--- config.mk ---
export PLATFORM = sky130hd
export DESIGN_NAME = key_ctrl
export DESIGN_NICKNAME = d
export VERILOG_FILES = /design/src/rtl/key_pkg.sv /design/src/rtl/key_debounce.sv /design/src/rtl/key_ctrl.sv
export SDC_FILE = /design/constraint.sdc
export NUM_CORES = 1
export LEC_CHECK = 0
export CORE_AREA = 3 3 64 66
export DETAILED_ROUTE_END_ITERATION = 8
export DIE_AREA = 0 0 67 69
export PLACE_DENSITY = 0.82
export SLEW_MARGIN = 40
export SYNTH_ARGS = -nofsm -noshare
export SYNTH_HDL_FRONTEND = slang
export SYNTH_HIERARCHICAL = 1
export SYNTH_SLANG_ARGS = --single-unit
--- constraint.sdc ---
create_clock -name clk -period 3.9 [get_ports clk]
set_clock_uncertainty 0.2 [all_clocks]
set_input_delay 0.39 -clock clk [delete_from_list [all_inputs] [get_ports clk]]
set_output_delay 0.39 -clock clk [all_outputs]
set_load 0.05 [all_outputs]
--- src/rtl/key_pkg.sv ---
// Shared constants and event encoding for the key event front end.
package key_pkg;
   localparam int KEY_NKEYS   = 4;
   localparam int KEY_IDX_W   = 2;
   localparam int EVT_W       = 3;
   localparam int EVT_REL_BIT = 2;

   typedef logic [EVT_W-1:0] evt_t;

   function automatic evt_t make_evt(input logic rel, input logic [KEY_IDX_W-1:0] idx);
      make_evt = {rel, idx};
   endfunction
endpackage

--- src/rtl/key_debounce.sv ---
// Per-key 2-flop synchronizer and debounce counter; toggle pulses on the
// cycle whose clock edge flips level.
module key_debounce #(
   parameter int DEB_CYCLES = 16
) (
   input  logic clk,
   input  logic rst,
   input  logic key_raw,
   output logic level,
   output logic toggle
);
   localparam int CNT_W = (DEB_CYCLES > 2) ? $clog2(DEB_CYCLES) : 1;
   localparam logic [CNT_W-1:0] CNT_TC = CNT_W'(DEB_CYCLES - 1);

   logic             s1;
   logic             s2;
   logic [CNT_W-1:0] cnt;
   logic             mismatch;

   // raw key is active-low, level is active-high
   assign mismatch = (~s2) != level;
   assign toggle   = mismatch && (cnt == CNT_TC);

   always_ff @(posedge clk) begin
      if (rst) begin
         s1    <= 1'b1;
         s2    <= 1'b1;
         level <= 1'b0;
         cnt   <= '0;
      end else begin
         s1 <= key_raw;
         s2 <= s1;
         if (toggle) begin
            level <= ~level;
            cnt   <= '0;
         end else if (mismatch) begin
            cnt <= cnt + 1'b1;
         end else begin
            cnt <= '0;
         end
      end
   end
endmodule

--- src/rtl/key_ctrl.sv ---
// Debounced key event queue with valid/ready pop and sticky overflow flag.
// Build option: KEY_RELEASE_EVT_EN also queues release events (evt_code[2]=1).
module key_ctrl
   import key_pkg::*;
#(
   parameter int NKEYS      = KEY_NKEYS,
   parameter int DEB_CYCLES = 16,
   parameter int QDEPTH     = 4
) (
   input  logic             clk,
   input  logic             rst,
   input  logic [NKEYS-1:0] key_in,
   output logic [NKEYS-1:0] key_state,
   output logic             evt_valid,
   output logic [EVT_W-1:0] evt_code,
   input  logic             evt_ready,
   output logic             ovf,
   input  logic             ovf_clr
);
   localparam int PTR_W = (QDEPTH > 1) ? $clog2(QDEPTH) : 1;
   localparam int CNT_W = $clog2(QDEPTH + 1);
   localparam logic [CNT_W-1:0] Q_FULL = CNT_W'(QDEPTH);

   logic [NKEYS-1:0] toggle;
   logic [NKEYS-1:0] rise;
   logic [NKEYS-1:0] pending;
   logic [NKEYS-1:0] pend_clr;
   logic             push;
   logic             pop;
   logic             wr_en;
   logic             drop;
   evt_t             push_code;
   evt_t             head;
   evt_t             mem [QDEPTH];
   logic [PTR_W-1:0] wr_ptr;
   logic [PTR_W-1:0] rd_ptr;
   logic [CNT_W-1:0] count;

   for (genvar i = 0; i < NKEYS; i++) begin : g_key
      key_debounce #(.DEB_CYCLES(DEB_CYCLES)) u_deb (
         .clk    (clk),
         .rst    (rst),
         .key_raw(key_in[i]),
         .level  (key_state[i]),
         .toggle (toggle[i])
      );
   end

   assign rise = toggle & ~key_state;

`ifdef KEY_RELEASE_EVT_EN
   logic [NKEYS-1:0] fall;
   logic [NKEYS-1:0] pending_rel;
   logic [NKEYS-1:0] rel_clr;

   assign fall = toggle & key_state;

   always_ff @(posedge clk) begin
      if (rst) pending_rel <= '0;
      else     pending_rel <= (pending_rel & ~rel_clr) | fall;
   end
`endif

   // Lowest index wins; press requests override any release request.
   always_comb begin
      push      = 1'b0;
      push_code = '0;
      pend_clr  = '0;
`ifdef KEY_RELEASE_EVT_EN
      rel_clr   = '0;
      for (int i = NKEYS - 1; i >= 0; i--) begin
         if (pending_rel[i]) begin
            push       = 1'b1;
            push_code  = make_evt(1'b1, KEY_IDX_W'(i));
            rel_clr    = '0;
            rel_clr[i] = 1'b1;
         end
      end
      if (|pending) rel_clr = '0;
`endif
      for (int i = NKEYS - 1; i >= 0; i--) begin
         if (pending[i]) begin
            push        = 1'b1;
            push_code   = make_evt(1'b0, KEY_IDX_W'(i));
            pend_clr    = '0;
            pend_clr[i] = 1'b1;
         end
      end
   end

   always_ff @(posedge clk) begin
      if (rst) pending <= '0;
      else     pending <= (pending & ~pend_clr) | rise;
   end

   assign evt_valid = (count != '0);
   assign pop       = evt_valid & evt_ready;
   assign wr_en     = push & ((count != Q_FULL) | pop);
   assign drop      = push & (count == Q_FULL) & ~pop;

   always_ff @(posedge clk) begin
      if (rst) begin
         wr_ptr <= '0;
         rd_ptr <= '0;
         count  <= '0;
         ovf    <= 1'b0;
         for (int i = 0; i < QDEPTH; i++) mem[i] <= '0;
      end else begin
         if (wr_en) begin
            mem[wr_ptr] <= push_code;
            wr_ptr      <= wr_ptr + 1'b1;
         end
         if (pop) rd_ptr <= rd_ptr + 1'b1;
         case ({wr_en, pop})
            2'b10:   count <= count + 1'b1;
            2'b01:   count <= count - 1'b1;
            default: ;
         endcase
         // a drop in the same cycle as a clear keeps the flag set
         if (drop)         ovf <= 1'b1;
         else if (ovf_clr) ovf <= 1'b0;
      end
   end

   assign head = mem[rd_ptr];

`ifdef KEY_RELEASE_EVT_EN
   assign evt_code = head;
`else
   logic unused_rel_bit;
   assign unused_rel_bit = head[EVT_REL_BIT];
   assign evt_code       = {1'b0, head[KEY_IDX_W-1:0]};
`endif
endmodule

Word-level counts from Yosys, hierarchy flattened:

Memory sizes are Yosys's and may differ from the RTL's. A register that Yosys moved wholly into a read port is not among the register bits.
Cells that the tools add are included.

* register bits after elaboration: 40
* RAM bits: 12
* input port bits: 8
* output and inout port bits: 9
* word-level logic and storage cells: 102
* memories: 1

Memory list
* mem: words 4, width 3, read ports 1, clocked after Yosys merged registers in 1, wr ports 4, RTL line key_ctrl.sv:34 `evt_t mem [QDEPTH];`

* add/sub/neg operators: 8
* eq/ne operators: 12
* mux-type cells: 25
* bitwise logic cells: 23
* reduce and logical (&&, ||, !) cells: 12

Operators by type and width (count)
* adder 4 x 1 -> 4 bit (second input constant): 4
* equality test 4 bit (second input constant): 4
* two-way mux 4 bit: 4
* OR reduction 3 bit: 5
* inverter 1 bit: 13
* two-way mux 1 bit: 12
* two-way mux 3 bit: 4
* AND 4 bit: 2
* two-way mux 2 bit: 4
* inverter 4 bit: 2
* case mux 3 bit (2 select lines): 1
* adder 2 x 1 -> 2 bit (second input constant): 2
* AND 1 bit: 4
* logical AND 1 bit: 4
* != test 1 bit: 4
* OR 4 bit: 1
* nonzero test 2 bit: 2
* adder 3 x 1 -> 3 bit (second input constant): 1
* equality test 3 bit (second input constant): 1
* != test 3 bit (second input constant): 1
* nonzero test 3 bit: 1
* subtractor 3 x 1 -> 3 bit (second input constant): 1
* equality test 2 x 1 -> 1 bit (second input constant): 1
* equality test 2 bit (second input constant): 1
* OR 1 bit: 1

Longest topological paths before layout:

Gate-level depths: netlist of the first run.

* word-level depth: 10
* depth in mapped cells: 6
* depth with buffers taken out: 6

By module:

Netlist of the first run, hierarchy kept.

Modules (own cells, without submodules)
* key_ctrl: times used 1, cells each 103, area each 1048.5 um2, seq. area each 520.5 um2
* key_debounce: times used 4, cells each 24, area each 261.5 um2, seq. area each 140.1 um2

Least setup slack after synthesis of the first run:

OpenSTA, ideal clock, no wires.

* kind: reg2reg
* from: reg pending[0]
* to: reg count[2]
* library setup time: 0.132 ns
* data arrival time: 1.901 ns
* required time: 3.568 ns
* slack: 1.667 ns
* stages on the path, launching flop included: 7
* buffers on the path: 0
* clock period less this slack: 2.233 ns
* cell sequence: dfxtp_1 > nor4_4 > nand2_1 > fa_1 > or3_1 > a31oi_1 > a21oi_1

* cells in the longest elaborated chain, start to end: 4
* elaborated cells between the ends (all ways): 6
* those cells by class: eq/ne: 2; mux: 2; bitwise: 1; reduce/logical: 1

Ends and longest elaborated chain
* start: declaration: RTL line key_ctrl.sv:26 `logic [NKEYS-1:0] pending;`
* start signal: assignment: RTL line key_ctrl.sv:93 `else pending <= (pending & ~pend_clr) | rise;`
* two-way mux 1 bit *: RTL line key_ctrl.sv:82 `if (pending[i]) begin`
* AND 1 bit *: RTL line key_ctrl.sv:98 `assign wr_en = push & ((count != Q_FULL) | pop);`
* equality test 2 x 1 -> 1 bit or equality test 2 bit (tied branches): RTL line key_ctrl.sv:114 `case ({wr_en, pop})`
* case mux 3 bit (2 select lines) or nonzero test 2 bit (tied branches)
* end signal: assignment: RTL line key_ctrl.sv:115 `2'b10: count <= count + 1'b1;`
* end signal: assignment: RTL line key_ctrl.sv:116 `2'b01: count <= count - 1'b1;`
* end: declaration: RTL line key_ctrl.sv:37 `logic [CNT_W-1:0] count;`

Every way passes the cells marked *; elsewhere a longest branch is shown, timed or not.
A chain may end at the register's enable or synchronous reset.

==> results of run 1 <==
-- metal layers --
metal	vias to the layer above	GRT usage [%]	routed length [µm]
met5	-	0	0
met1	617	19.4	1430
met4	0	7.21	68
li1	727	-	-
met2	21	25.1	1570
met3	8	4.89	104
-- kinds of logic after synthesis --
logic type | count (synthesis) | synth area share (%)
mux | 4 | 3.23
buf+inv | 12 | 2.39
other cells | 1 | 0.179
flops | 50 | 51.6
xor+xnor | 16 | 6.69
fa+ha+maj | 5 | 3.35
compound gates | 22 | 7.05
simple gates | 89 | 25.5
-- power by group --
group	switching [µW]	internal [µW]
Sequential	3.35	531
Combinational	18.3	16.4
Clock	157	189
-- worst reg2reg max path, stage by stage, from the launching register on --
cell     delay [ps]
dfxtp_1         380
nor4_4          510
nand2_1         130
fa_1            440
or3_1           390
a31oi_1         180
a21oi_1          80
-- stage by stage --
step | instances | hold WS, ps | setup WS, ps | power (µW)
finish | 267 | 212 | 1410 | 914
CTS | 267 | 212 | 1370 | 925
floorplan | 199 | 189 | 1670 | 566
detailed placement | 259 | 194 | 1170 | 581
global route | 267 | 223 | 1260 | 952
global placement | 259 | 192 | 1240 | 580
-- worst max path at each step --
stage | start | endpoint | slack [ps]
global route | pending[0]$_SDFF_PP0_ | count[2]$_SDFFE_PP0P_ | 1260
detailed placement | evt_ready | count[2]$_SDFFE_PP0P_ | 1170
global placement | evt_ready | count[2]$_SDFFE_PP0P_ | 1240
floorplan | pending[0]$_SDFF_PP0_ | count[2]$_SDFFE_PP0P_ | 1670
CTS | flop | evt_code[0] | 1370
finish | flop | evt_code[0] | 1410
-- area by class of cell --
cell class	count	area, µm²
clock buffer	5	68.8
clock inverter	3	40.0
fill	297	1230
inverter	7	26.3
multi-input combinational	137	963
sequential	50	1080
tap	48	60.1
timing repair buffer	17	160
-- state kept, by name, summed over array words and instances, names as in the netlist, named ones only --
signal,flops
g_key.u_deb/level,4
count,3
ovf,1
g_key.u_deb/s2,4
g_key.u_deb/s1,4
pending,4
mem,8
g_key.u_deb/cnt,16
rd_ptr,2
wr_ptr,2
-- placed cells by master (no fill, tap or decap), types with 5 or more instances in the layout --
master | Yosys | routed
nor2_1 | 32 | 32
a21oi_1 | 7 | 7
clkbuf_8 | 0 | 5
nor3_1 | 5 | 5
edfxtp_1 | 8 | 8
or2_2 | 8 | 8
inv_1 | 7 | 7
nand3_1 | 6 | 6
xor2_1 | 10 | 10
dfxtp_1 | 42 | 42
clkdlybuf4s50_1 | 0 | 14
xnor2_1 | 6 | 6
==> impl_metrics.yaml, run 1 <==
worst_setup_path:
  rr_worst_depth: 6
  r2r_slack_ps: 1480
  cp_num_cells: 2
  cpPeakStageDelay_ps: 710
  timing.rr.end: "count[2]$_SDFFE_PP0P_"
  cp_max_fo: 2
  crit_buf_inv: 1
  end_kind: "primary output"
  cp_top_family: "buffers and inverters"
  arrival_ps: 1900
  required_ps: 3310
  crit_chain: "mux4_2 -> clkdlybuf4s50_1"
  cp-start-kind: "flop"
  rr_startpoint: "pending[0]$_SDFF_PP0_"
  cp_slowest_cell: "clkdlybuf4s50_1"
  critical_path_class: "flop to primary output"
route:
  drt_iter0_drc: 72
  via_count: 1373
  vias_per_cell: 5.14
  dr.pass1.iters: 4
  drc_errors: 0
  wire_per_inst_um: 11.9
  ant_nets: 0
  wirelength_um: 3180
yosys:
  synth_cells: 199
  synth.avg_cell_area_um2: 10.5
  synth_cell_types: 43
  postSynth.asyncResetShare_pct: 0
  seq_area_frac_synth_pct: 51.6
  synthTopCellsByCount: "dfxtp_1 (42), nor2_1 (32), xor2_1 (10)"
  synth_ff_type: "dfxtp_1"
  yosys_register_bits: 50
  synth_top_area_share_pct: 40.1
  synth_fp_nets: 212
  yosys_warnings: 6
  netlist_area_um2: 2090
  synth_top_cell_by_area: "dfxtp_1"
  yosysMostFrequentCell: "dfxtp_1"
  synth_edf_count: 8
  synthTopCellsByArea: "dfxtp_1 (40%), edfxtp_1 (11%), nor2_1 (5.7%)"
job:
  drv_cap: 0
global_route:
  grt_max_degree: 30
  overflow: 0
  antenna_found_initial: 0
  grt_pass1_vias: 1349
  grt.total_usage_pct: 15.9
  grt_pass1_wl_um: 5670
clock_tree:
  cts_root_buf: "clkbuf_8"
  cts_hold_buf: 0
  clock-sinks: 50
  tritoncts: "done"
  clkTransAtPathRegs_ps: 80
  cts-resized-gates: 0
  numCtsBuffers: 5
  clock_latency_ps: 290
  cts_setup_buffers: 0
  clock_path_buffers: 2
  cts-htree-levels: 2
place:
  placedInstanceArea_um2: 2290
  place_hpwl_um: 2330
  port_buffers: 15
  gp_congestion: 0.827
floorplan:
  row_count: 22
  die_w_um: 67
  ios: 17
  die-area_um2: 4620
  start_util_pct: 57.6
  core-area_um2: 3630
  die_height_um: 69
worst_hold_path:
  hold_class: "flop to flop"
  worstHoldStart: "g_key[3].u_deb/s1$_SDFF_PP1_"
  holdPathStages: 1
  hold_end: "g_key[3].u_deb/s2$_SDFF_PP1_"
sta:
  fin_crit_sh_pct: 63.9
  setup_viol: 0
  slew_headroom_pct: 66.3
  finalMaxSlewViolations: 0
  finalSetupTns_ps: 0
  fmax_mhz: 401
  rsz0062_at_grt: "false"
  finalCriticalPeriod_ps: 2490
  hold_violations: 0
  max_slew.worst_pin.slew_ps: 504
power:
  p_leak_uw: 0.000870
  max-vdd-ir-drop_mv: 0.366
  power-per-cell-area_nw_per_um2: 381
cells_and_area:
  finish.instance_area_um2: 2400
  final_core_util_pct: 66.0
  areaGrowthSynthToFinish_pct: 14.6
  drive_gt1_share_pct: 18.3
  diodes: 0
  fin_nets: 231
status:
  outcome: "finished, final reports clean"
Power figures use the tool's default switching activity.
==> inputs of run 2 (changes only) <==
--- a/config.mk
+++ b/config.mk
@@ -5,10 +5,10 @@
 export SDC_FILE = /design/constraint.sdc
 export NUM_CORES = 1
 export LEC_CHECK = 0
-export CORE_AREA = 3 3 64 66
+export CORE_AREA = 3 3 66 68
 export DETAILED_ROUTE_END_ITERATION = 8
-export DIE_AREA = 0 0 67 69
-export PLACE_DENSITY = 0.82
+export DIE_AREA = 0 0 69 71
+export PLACE_DENSITY = 0.77
 export SLEW_MARGIN = 40
 export SYNTH_ARGS = -nofsm -noshare
 export SYNTH_HDL_FRONTEND = slang
==> constraint.sdc (replaced) <==
create_clock -name clk -period 2.5 [get_ports clk]
set_clock_uncertainty 0.2 [all_clocks]
set_input_delay 0.25 -clock clk [delete_from_list [all_inputs] [get_ports clk]]
set_output_delay 0.25 -clock clk [all_outputs]
set_load 0.05 [all_outputs]
==> impl_metrics.yaml, run 2 (same netlist as run 1, synthesis figures left out) <==
power:
  p_sw_uw: 271
  p_leak_uw: 0.000874
  pwr-share-clk_pct: 34.1
  max-vdd-ir-drop_mv: 0.434
  combPwrFrac_pct: 4.2
  power-per-cell-area_nw_per_um2: 559
  internal_power_uw: 1080
  p_seq_share_pct: 61.7
  sw_frac_of_total_pct: 20.1
cells_and_area:
  top_register: "g_key.u_deb/cnt"
  diodes: 0
  fin_nets: 234
  reg_top3: "g_key.u_deb/cnt x16, mem x8"
  areaGrowthSynthToFinish_pct: 15.2
  layout_commonest_cell: "dfxtp_1"
  drive_gt1_share_pct: 18.5
  largest_reg_flops: 16
  layout_common_cells: "dfxtp_1 (42), nor2_1 (32), clkdlybuf4s50_1 (15)"
worst_hold_path:
  worstHoldStart: "g_key[1].u_deb/s1$_SDFF_PP1_"
  hold_class: "flop to flop"
  hold_end: "g_key[1].u_deb/s2$_SDFF_PP1_"
  holdPathStages: 1
worst_setup_path:
  rr_worst_depth: 6
  arrival_ps: 1910
  cp_max_fo: 2
  r2r_slack_ps: 330
  cp_num_cells: 2
  end_kind: "primary output"
  cp_slowest_cell: "clkdlybuf4s50_1"
  cp_top_family: "buffers and inverters"
  cpPeakStageDelay_ps: 710
  timing.rr.end: "count[2]$_SDFFE_PP0P_"
  crit_buf_inv: 1
  cp-start-kind: "flop"
  required_ps: 2050
  rr_startpoint: "pending[0]$_SDFF_PP0_"
  critical_path_class: "flop to primary output"
  crit_chain: "mux4_2 -> clkdlybuf4s50_1"
clock_tree:
  tritoncts: "done"
  clock_path_buffers: 2
  clkTransAtPathRegs_ps: 80
  cts_setup_buffers: 0
  cts_hold_buf: 0
  cts-htree-levels: 2
  clock_latency_ps: 290
  cts-resized-gates: 0
  cts_root_buf: "clkbuf_8"
  numCtsBuffers: 5
  clock-sinks: 50
status:
  outcome: "finished, final reports clean"
sta:
  fin_crit_sh_pct: 94.3
  rsz0062_at_grt: "false"
  finalSetupTns_ps: 0
  finalCriticalPeriod_ps: 2360
  setup_viol: 0
  fmax_mhz: 424
  worst_slack_ps: 143
  finalMaxSlewViolations: 0
  slew_headroom_pct: 66.4
  max_slew.worst_pin.slew_ps: 502
  hold_violations: 0
floorplan:
  start_util_pct: 53.5
  die_w_um: 69
  die_height_um: 71
  row_count: 23
  die-area_um2: 4900
  core-area_um2: 3910
  ios: 17
global_route:
  grt_pass1_vias: 1378
  grt_max_degree: 29
  antenna_found_initial: 0
  overflow: 0
  grt_pass1_wl_um: 5550
  grt.total_usage_pct: 14.0
place:
  gp_congestion: 0.790
  port_buffers: 15
  post-place-ws_ps: 174
  place_hpwl_um: 2280
route:
  vias_per_cell: 5.09
  drt_iter0_drc: 41
  ant_nets: 0
  wire_per_inst_um: 11.3
  via_count: 1384
  drc_errors: 0
  dr.pass1.iters: 4
  wirelength_um: 3060
job:
  drv_cap: 0
run 2: cell count changes in the layout (fill, tap and decap cells not counted), sizes merged:
cell           before  now
bufinv              1    0
clkdlybuf4s50      14   15
clkbuf              5    7
buf                 3    5
clkinv              2    1
run 2: worst max path at each step:
stage / endpoint / slack (ps)
after floorplan: count[2]$_SDFFE_PP0P_ / 270
after global placement: count[2]$_SDFFE_PP0P_ / 200
after detailed placement: count[2]$_SDFFE_PP0P_ / 170
after CTS: evt_code[0] / 110
after global routing: evt_code[0] / 70
final: evt_code[0] / 140
run 2: worst register-to-register path, stage by stage, from the launching register on:
cell and delay, ps:
dfxtp_1 380, nor4_4 320, nand2_1 100, fa_1 420, or3_1 390, a31oi_1 170
a21oi_1 80
run 2: cell type report:
type | instances | area (µm²)
tap | 50 | 62.6
clock buffer | 7 | 86.3
clock inverter | 1 | 5.00
timing repair buffer | 20 | 188
inverter | 7 | 26.3
multi-input combinational | 137 | 963
sequential | 50 | 1080
fill | 352 | 1500
run 2: power by group through the flow:
stage,logic [µW],registers [µW],clock network [µW]
4_1_cts,56.7,833,483
3_5_place_dp,56.3,852,0
6_report,56.0,833,460
5_1_grt,62.2,835,517
3_3_place_gp,55.7,851,0
2_1_floorplan,32.2,850,0
run 2: metrics by stage:
| stage | instances | hold WS, ps | power, µW | util [%] | instance area (µm²) |
|---|---|---|---|---|---|
| 2_1_floorplan | 199 | 123 | 882 | - | 2090 |
| 6_report | 272 | 211 | 1350 | 61.6 | 2410 |
| 5_1_grt | 272 | 232 | 1410 | 61.6 | 2410 |
| 3_5_place_dp | 264 | 194 | 908 | 59.3 | 2320 |
| 3_3_place_gp | 264 | 191 | 907 | 59.3 | 2320 |
| 4_1_cts | 272 | 214 | 1370 | 61.6 | 2410 |
run 2: routing by layer:
| layer | part of all wire (%) | routed length [µm] | GRT usage (%) |
|---|---|---|---|
| met4 | 0.91 | 28 | 3.90 |
| met5 | 0 | 0 | 0 |
| met2 | 52 | 1580 | 25.0 |
| met1 | 45 | 1370 | 15.8 |
| met3 | 2.8 | 86 | 5.11 |
==> inputs of run 3 (changes only) <==
--- a/config.mk
+++ b/config.mk
@@ -5,6 +5,7 @@
 export SDC_FILE = /design/constraint.sdc
 export NUM_CORES = 1
 export LEC_CHECK = 0
+export ABC_AREA = 0
 export CORE_AREA = 3 3 66 68
 export DETAILED_ROUTE_END_ITERATION = 8
 export DIE_AREA = 0 0 69 71
==> results of run 3 <==
Final layout, timing and power as in run 2 (identical DEF).
